<file path="src/rtl/lsu_pkg.sv">
// Shared types and the I/O address decoder for the TOY load/store unit.
// Channel k of N_CH lives at address 2^AW-1-k, so channels grow downward from the top.
package lsu_pkg;

  typedef enum logic [2:0] {
    IDLE,
    MEM,
    MWAIT,
    IN,
    OUTQ,
    RESP
  } lsu_state_e;

  // Wide enough for the largest supported channel count (8).
  localparam int CH_W = 3;

  typedef struct packed {
    logic            is_io;
    logic [CH_W-1:0] ch;
  } io_dec_t;

  // Inputs are widened to 32 bits so a single function serves every AW/N_CH.
  function automatic io_dec_t io_decode(input logic [31:0] addr,
                                        input logic [31:0] aw,
                                        input logic [31:0] n_ch);
    logic [31:0] top;
    io_dec_t     d;
    top     = (32'd1 << aw) - 32'd1;
    d.is_io = (addr + n_ch) > top;
    d.ch    = CH_W'(top - addr);
    return d;
  endfunction

endpackage

</file>
<file path="src/rtl/lsu_out_fifo.sv">
// Synchronous FIFO with occupancy count; holds posted I/O stores.
// Pointers wrap naturally because DEPTH is a power of two.
module lsu_out_fifo #(
  parameter int DEPTH = 4,
  parameter int W     = 8
) (
  input  logic                     clk,
  input  logic                     rst_n,
  input  logic                     push,
  input  logic                     pop,
  input  logic [W-1:0]             wdata,
  output logic [W-1:0]             rdata,
  output logic                     full,
  output logic                     empty,
  output logic [$clog2(DEPTH):0]   count
);

  localparam int PW = $clog2(DEPTH);

  logic [W-1:0]  mem [DEPTH];
  logic [PW-1:0] wr_ptr;
  logic [PW-1:0] rd_ptr;
  logic          do_push;
  logic          do_pop;

  assign full    = (count == (PW+1)'(DEPTH));
  assign empty   = (count == '0);
  assign do_push = push & ~full;
  assign do_pop  = pop & ~empty;
  assign rdata   = mem[rd_ptr];

  always_ff @(posedge clk) begin
    if (!rst_n) begin
      wr_ptr <= '0;
      rd_ptr <= '0;
      count  <= '0;
    end else begin
      if (do_push) wr_ptr <= wr_ptr + 1'b1;
      if (do_pop)  rd_ptr <= rd_ptr + 1'b1;
      case ({do_push, do_pop})
        2'b10:   count <= count + 1'b1;
        2'b01:   count <= count - 1'b1;
        default: count <= count;
      endcase
    end
  end

  // Storage needs no reset: entries are only visible through count.
  always_ff @(posedge clk) begin
    if (do_push) mem[wr_ptr] <= wdata;
  end

endmodule

</file>
<file path="src/rtl/core_lsu_mmio.sv">
// Load/store unit for the TOY core: memory port with variable read latency,
// polled input channels and a posted-write buffer for output channels.
module core_lsu_mmio
  import lsu_pkg::*;
#(
  parameter int AW        = 8,
  parameter int DW        = 16,
  parameter int N_CH      = 1,
  parameter int OUT_DEPTH = 4
) (
  input  logic               clk_i,
  input  logic               rst_ni,
  input  logic               req_val_i,
  input  logic               req_wen_i,
  input  logic [AW-1:0]      req_addr_i,
  input  logic [DW-1:0]      req_wdata_i,
  output logic               req_rdy_o,
  output logic               resp_val_o,
  output logic [DW-1:0]      resp_rdata_o,
  output logic               mem_val_o,
  output logic               mem_wen_o,
  output logic [AW-1:0]      mem_addr_o,
  output logic [DW-1:0]      mem_wdata_o,
  input  logic               mem_rdy_i,
  input  logic               mem_rvalid_i,
  input  logic [DW-1:0]      mem_rdata_i,
  input  logic [N_CH-1:0]    in_val_i,
  input  logic [N_CH*DW-1:0] in_data_i,
  output logic [N_CH-1:0]    in_rdy_o,
  output logic [N_CH-1:0]    out_val_o,
  output logic [DW-1:0]      out_data_o,
  input  logic [N_CH-1:0]    out_rdy_i,
  output logic               out_empty_o
);

  localparam int CNT_W = $clog2(OUT_DEPTH) + 1;

  // Lives here rather than in the package because its width follows DW.
  typedef struct packed {
    logic [CH_W-1:0] ch;
    logic [DW-1:0]   data;
  } out_entry_t;

  lsu_state_e      state, state_n;
  io_dec_t         dec;
  logic            r_wen;
  logic [AW-1:0]   r_addr;
  logic [DW-1:0]   r_wdata;
  logic [CH_W-1:0] r_ch;
  logic [DW-1:0]   rdata_q;

  logic [N_CH-1:0] ch_onehot;
  logic [N_CH-1:0] head_onehot;
  logic [DW-1:0]   in_sel_data;
  logic            in_hit;

  out_entry_t      head;
  out_entry_t      push_entry;
  logic            fifo_push;
  logic            fifo_pop;
  logic            fifo_full;
  logic            fifo_empty;
  logic [CNT_W-1:0] fifo_count;

  assign dec        = io_decode(32'(req_addr_i), 32'(AW), 32'(N_CH));
  assign push_entry = '{ch: r_ch, data: r_wdata};

  always_comb begin
    ch_onehot   = '0;
    head_onehot = '0;
    in_sel_data = '0;
    for (int k = 0; k < N_CH; k++) begin
      if (r_ch == CH_W'(k)) begin
        ch_onehot[k] = 1'b1;
        in_sel_data  = in_data_i[k*DW +: DW];
      end
      if (head.ch == CH_W'(k)) head_onehot[k] = 1'b1;
    end
  end

  assign in_hit = |(in_val_i & ch_onehot);

  // Drain side runs on its own so output order always equals store order.
  assign out_val_o   = fifo_empty ? '0 : head_onehot;
  assign out_data_o  = fifo_empty ? '0 : head.data;
  assign fifo_pop    = |(out_val_o & out_rdy_i);
  assign out_empty_o = (fifo_count == '0);

  lsu_out_fifo #(
    .DEPTH (OUT_DEPTH),
    .W     ($bits(out_entry_t))
  ) u_out_fifo (
    .clk   (clk_i),
    .rst_n (rst_ni),
    .push  (fifo_push),
    .pop   (fifo_pop),
    .wdata (push_entry),
    .rdata (head),
    .full  (fifo_full),
    .empty (fifo_empty),
    .count (fifo_count)
  );

  always_comb begin
    state_n     = state;
    req_rdy_o   = 1'b0;
    resp_val_o  = 1'b0;
    mem_val_o   = 1'b0;
    mem_wen_o   = 1'b0;
    mem_addr_o  = '0;
    mem_wdata_o = '0;
    in_rdy_o    = '0;
    fifo_push   = 1'b0;
    case (state)
      IDLE: begin
        req_rdy_o = 1'b1;
        if (req_val_i) begin
          if (!dec.is_io)     state_n = MEM;
          else if (req_wen_i) state_n = OUTQ;
          else                state_n = IN;
        end
      end
      MEM: begin
        mem_val_o   = 1'b1;
        mem_wen_o   = r_wen;
        mem_addr_o  = r_addr;
        mem_wdata_o = r_wdata;
        if (mem_rdy_i) state_n = r_wen ? RESP : MWAIT;
      end
      MWAIT: begin
        if (mem_rvalid_i) state_n = RESP;
      end
      IN: begin
        in_rdy_o = ch_onehot;
        if (in_hit) state_n = RESP;
      end
      OUTQ: begin
        // Full blocks even if the head drains this same cycle.
        if (!fifo_full) begin
          fifo_push = 1'b1;
          state_n   = RESP;
        end
      end
      RESP: begin
        resp_val_o = 1'b1;
        state_n    = IDLE;
      end
      default: state_n = IDLE;
    endcase
  end

  always_ff @(posedge clk_i) begin
    if (!rst_ni) begin
      state   <= IDLE;
      r_wen   <= 1'b0;
      r_addr  <= '0;
      r_wdata <= '0;
      r_ch    <= '0;
      rdata_q <= '0;
    end else begin
      state <= state_n;
      if (state == IDLE && req_val_i) begin
        r_wen   <= req_wen_i;
        r_addr  <= req_addr_i;
        r_wdata <= req_wdata_i;
        r_ch    <= dec.ch;
      end
      if (state == MWAIT && mem_rvalid_i) rdata_q <= mem_rdata_i;
      if (state == IN && in_hit)          rdata_q <= in_sel_data;
      if ((state == MEM && mem_rdy_i && r_wen) || (state == OUTQ && !fifo_full))
        rdata_q <= '0;
    end
  end

  assign resp_rdata_o = rdata_q;

endmodule

</file>
<file path="config.mk">
export PLATFORM = sky130hd
export DESIGN_NAME = core_lsu_mmio
export DESIGN_NICKNAME = d
export VERILOG_FILES = /design/src/rtl/lsu_pkg.sv /design/src/rtl/lsu_out_fifo.sv /design/src/rtl/core_lsu_mmio.sv
export SDC_FILE = /design/constraint.sdc
export NUM_CORES = 1
export LEC_CHECK = 0
export ABC_CLOCK_PERIOD_IN_PS = 3000
export CELL_PAD_IN_SITES_DETAIL_PLACEMENT = 2
export CELL_PAD_IN_SITES_GLOBAL_PLACEMENT = 2
export CORE_ASPECT_RATIO = 0.5
export CORE_MARGIN = 10
export CORE_UTILIZATION = 30
export CTS_CLUSTER_DIAMETER = 120
export CTS_CLUSTER_SIZE = 12
export DETAILED_ROUTE_END_ITERATION = 7
export PLACE_DENSITY = 0.74
export SLEW_MARGIN = 20
export SYNTH_ARGS = -nofsm -noshare
export SYNTH_HDL_FRONTEND = slang
export SYNTH_SLANG_ARGS = --single-unit
</file>
<file path="constraint.sdc">
create_clock -name clk_i -period 3 [get_ports clk_i]
set_clock_uncertainty 0.1 [all_clocks]
set_input_delay 0.6 -clock clk_i [delete_from_list [all_inputs] [get_ports clk_i]]
set_output_delay 0.6 -clock clk_i [all_outputs]
set_load 0.01 [all_outputs]
</file>
==> results list <==
* Result of the run: complete, no violations
- CTS tree: built
* Arrival @ worst endpoint: 3.18 ns
- Internal power comes to about 0.0037 W.
* Routed wire per std cell: roughly 21 um
* Chip Width: around 210 um
* Worst max-slew margin expressed relative to the limit: 0.496
- At the pin with the least slew margin, the transition time is ~0.76 ns.
* Site Rows: 34
- Summing all placed instances gives a cell area of 0.00710 mm^2.
* Number of enable flip-flop cells after synthesis: 76
- For this design the static power due to leakage is around 2.6 nW.
- Synthesis inferred about 130 register bits.
- Vias in the first global route: ~4,600
* Sort of element at the end of the critical path: flop
- Number of pins with negative max-slew slack in the final report: 0
* Core area: between 0.015 and 0.02 mm^2
- Syn_area_per_cell: between 10 and 15 um^2
- Derived from the worst setup path, the maximum achievable clock frequency is between 300 and 400 MHz.
- Final Power: about 0.0053 W
- Time the worst path needs with I/O delays and setup: between 2 and 3 ns
- Main area contributors after synthesis: edfxtp_1, dfxtp_1, mux4_2
- Initial DRT Pass Iterations: 4
- Async S/R FF share, synth: 0
* Post-layout instance area: 0.00773 mm^2
* Proportion of power drawn by the clock network: 0.384
- Of the total power, combinational logic draws 0.196.
- RSZ-0062 raised after global routing: yes
* Remaining global-route overflow: 0
- In the final routing, the length of wire on met1 measures around 7100 um.
- Cells after Synth: about 440
- Compared with the post-synthesis result, the final layout area differs by 40.7%.
- Register area: between 0.003 and 0.004 mm^2
- In the finished design, the share of the clock period the worst path needs comes to 0.978.
* Count of synthesis-stage warnings from yosys: 0
* Area of combinational cells with multiple inputs: 0.00197 mm^2
- Count of distinct cell types in the synthesized netlist: between 40 and 50
- The number of antenna diodes in the final layout is 0.
- Maximum buffer depth of the clock tree: 2
* Hold violation total from the final report: 0
- In this run the cell area of the synthesized design comes to 0.00549 mm^2.
- Worst ir drop on vdd: slightly below 0.4 mV
* Setup-failing EPs final: 0
* CP Class: flop to flop
- Most used flip-flop cell after synthesis: edfxtp_1
- Switching power share of the total: 0.300
- Number of antenna violations at the first check in global routing: 0
* Routed Wire Length: 17,100 um
* Area fraction of the dominant cell type after synthesis: 0.415
* Number of nets still failing antenna checks after routing: 0
- Final routed DRC violation total: 0
- The first routing iteration left 164 violations.
- Crit start category: flop
* Net count after synthesis: approximately 510
- The final layout contains 653 nets.
* Sum Neg Setup Slack: 0 ns
* Clock-pin slew on the worst setup and hold paths: roughly 0.060 ns
- Total number of vias: approximately 4,000
- For this configuration, the core starts out at a cell density of 0.311.
- Die Height: ~120 um
- After filler insertion, the fill cell instance count of the layout stands at 1,772.
- After detailed routing, the met2 layer carries around 9000 um of wire.
- Detailed-route vias per instance: 4.79
- Of the total power, registers draw 0.421.
- The analysis attributes to net switching a power of roughly 0.0016 W.
- Post-synthesis sequential area ratio: 0.620
- Num CTS Buffers: 17
- Worst-Skew Late Latency: between 0.4 and 0.5 ns
- Once routing completed, OpenROAD measured the worst setup slack at around 0.065 ns.
* Crit-path max FO: 3
- CTS saw between 100 and 150 sinks.
- Placement-stage worst setup slack: -0.00824 ns
- HPWL Detailed: 12,200 um
* Largest net degree at the start of global routing: 29
- The tree is rooted in a clkbuf_16.
* Synth area leader: edfxtp_1
* Highest routed layer: met4
- Of the cells placed in the final design, the portion with a size suffix greater than 1 is 0.143.
- The count of buffers added on input and output ports is 126.
- In the global route stage, overall resource usage came out at 0.142.
* Global-route wire length before repair: roughly 27,000 um
* Final GP Congestion: between 0.7 and 0.8
* Req. time, crit path: 3.24 ns
* Die outline area: 0.0245 mm^2
- Detailed routing placed a total of approximately 800 um of wire on met3.
- Utilization after layout: 0.438
- Pin placement for this block handled roughly 130 I/O pins.
* HP Class: flop to flop
* Power density of the placed cells: slightly below 700 mW/mm^2
- CTS built an H-tree with a depth of 4.
- Commonest cells post-synth: edfxtp_1, nand2_1, dfxtp_1
* Count of maximum capacitance violations: 0
- Among all cell types in the netlist, the one instantiated most often is edfxtp_1.
[metal layers]
metal	up-vias	track usage
met1	2024	0.158
met4	0	0.0419
met3	11	0.0402
met5	-	0
met2	67	0.261
li1	1865	-
[placed cells by master (no fill, tap or decap), types with 3 or more instances in the layout]
master	Yosys	routed
a21boi_1	27	27
nor2b_1	19	19
nand2_1	73	73
o21ai_0	7	7
ha_1	7	6
edfxtp_1	76	76
buf_4	1	22
o21ai_1	4	4
nor2_1	5	5
dfxtp_1	56	54
clkdlybuf4s50_1	0	125
and2_1	33	33
nand3b_1	3	3
a22oi_1	16	16
clkinvlp_4	0	3
or3_1	7	7
inv_1	9	9
mux4_2	17	17
a21oi_1	20	20
clkbuf_16	0	17
inv_6	0	7
mux2i_1	3	3
[kinds of logic (layout without fill, tap and decap cells)]
kind of cell	Yosys count	after routing	synth area share
AND/OR/NAND/NOR	157	157	0.151
flip-flops	132	132	0.620
AO/OA/AOI/OAI	82	82	0.101
buffers and inverters	37	192	0.0282
multiplexers	20	20	0.0752
adder cells (fa/ha/maj)	8	8	0.0196
XOR/XNOR	3	3	0.00478
[worst max-delay path, stage by stage (launching register included)]
cell	delay, ns
edfxtp_1	0.37
or3_1	0.38
mux4_2	0.52
nor3b_4	0.25
ha_2	0.22
inv_1	0.06
fa_2	0.34
xor2_1	0.16
or3_1	0.33
a21boi_1	0.13
[cell type report]
class / instances / area share
sequential: 132 / 0.441
multi-input combinational: 270 / 0.255
timing repair buffer: 150 / 0.188
clock buffer: 17 / 0.0551
tap: 234 / 0.0379
clock inverter: 15 / 0.0185
inverter: 10 / 0.00486
[final timing paths]
check                                  start                               end  slack (ns)  depth (start not counted)
max          u_out_fifo.mem[2][18]$_DFFE_PP_  u_out_fifo.count[2]$_SDFFE_PN0P_        0.06                          9
min                   r_addr[3]$_SDFFE_PN0P_            r_addr[3]$_SDFFE_PN0P_        0.35                          2
max reg2reg  u_out_fifo.mem[2][18]$_DFFE_PP_  u_out_fifo.count[2]$_SDFFE_PN0P_        0.06                          9
min reg2reg           r_addr[3]$_SDFFE_PN0P_            r_addr[3]$_SDFFE_PN0P_        0.35                          2
[state kept, by name (all words and copies together), names as in the netlist, named ones only]
name               flops
r_addr                 8
state                  3
resp_rdata_o          16
r_wen                  1
u_out_fifo.rd_ptr      2
u_out_fifo.wr_ptr      2
r_ch                   3
r_wdata               16
u_out_fifo.count       3
u_out_fifo.mem        76
[power groups by stage]
stage                     Combinational [W]  Sequential [W]  Clock, W
after detailed placement            0.00103         0.00227         0
after global routing                0.00114         0.00225   0.00214
final                               0.00104         0.00223   0.00203
after CTS                           0.00106         0.00223   0.00207
after global placement              0.00100         0.00225         0
after floorplan                    0.000529         0.00220         0
[repair_timing]
| action | in CTS | in global routing |
|---|---|---|
| endpoints found under the setup margin | 6 | 21 |
| resized for setup | 4 | 5 |
| hold buffers | 0 | 0 |
| pin swaps | 4 | 2 |
| buffers inserted | 3 | 2 |
[through the flow]
| stage | hold WS [ns] | instances |
|---|---|---|
| after floorplan | 0.330 | 439 |
| after global placement | 0.339 | 791 |
| after detailed placement | 0.351 | 791 |
| after CTS | 0.359 | 826 |
| after global routing | 0.374 | 828 |
| final | 0.354 | 828 |
(Power assumes the default switching activity.)
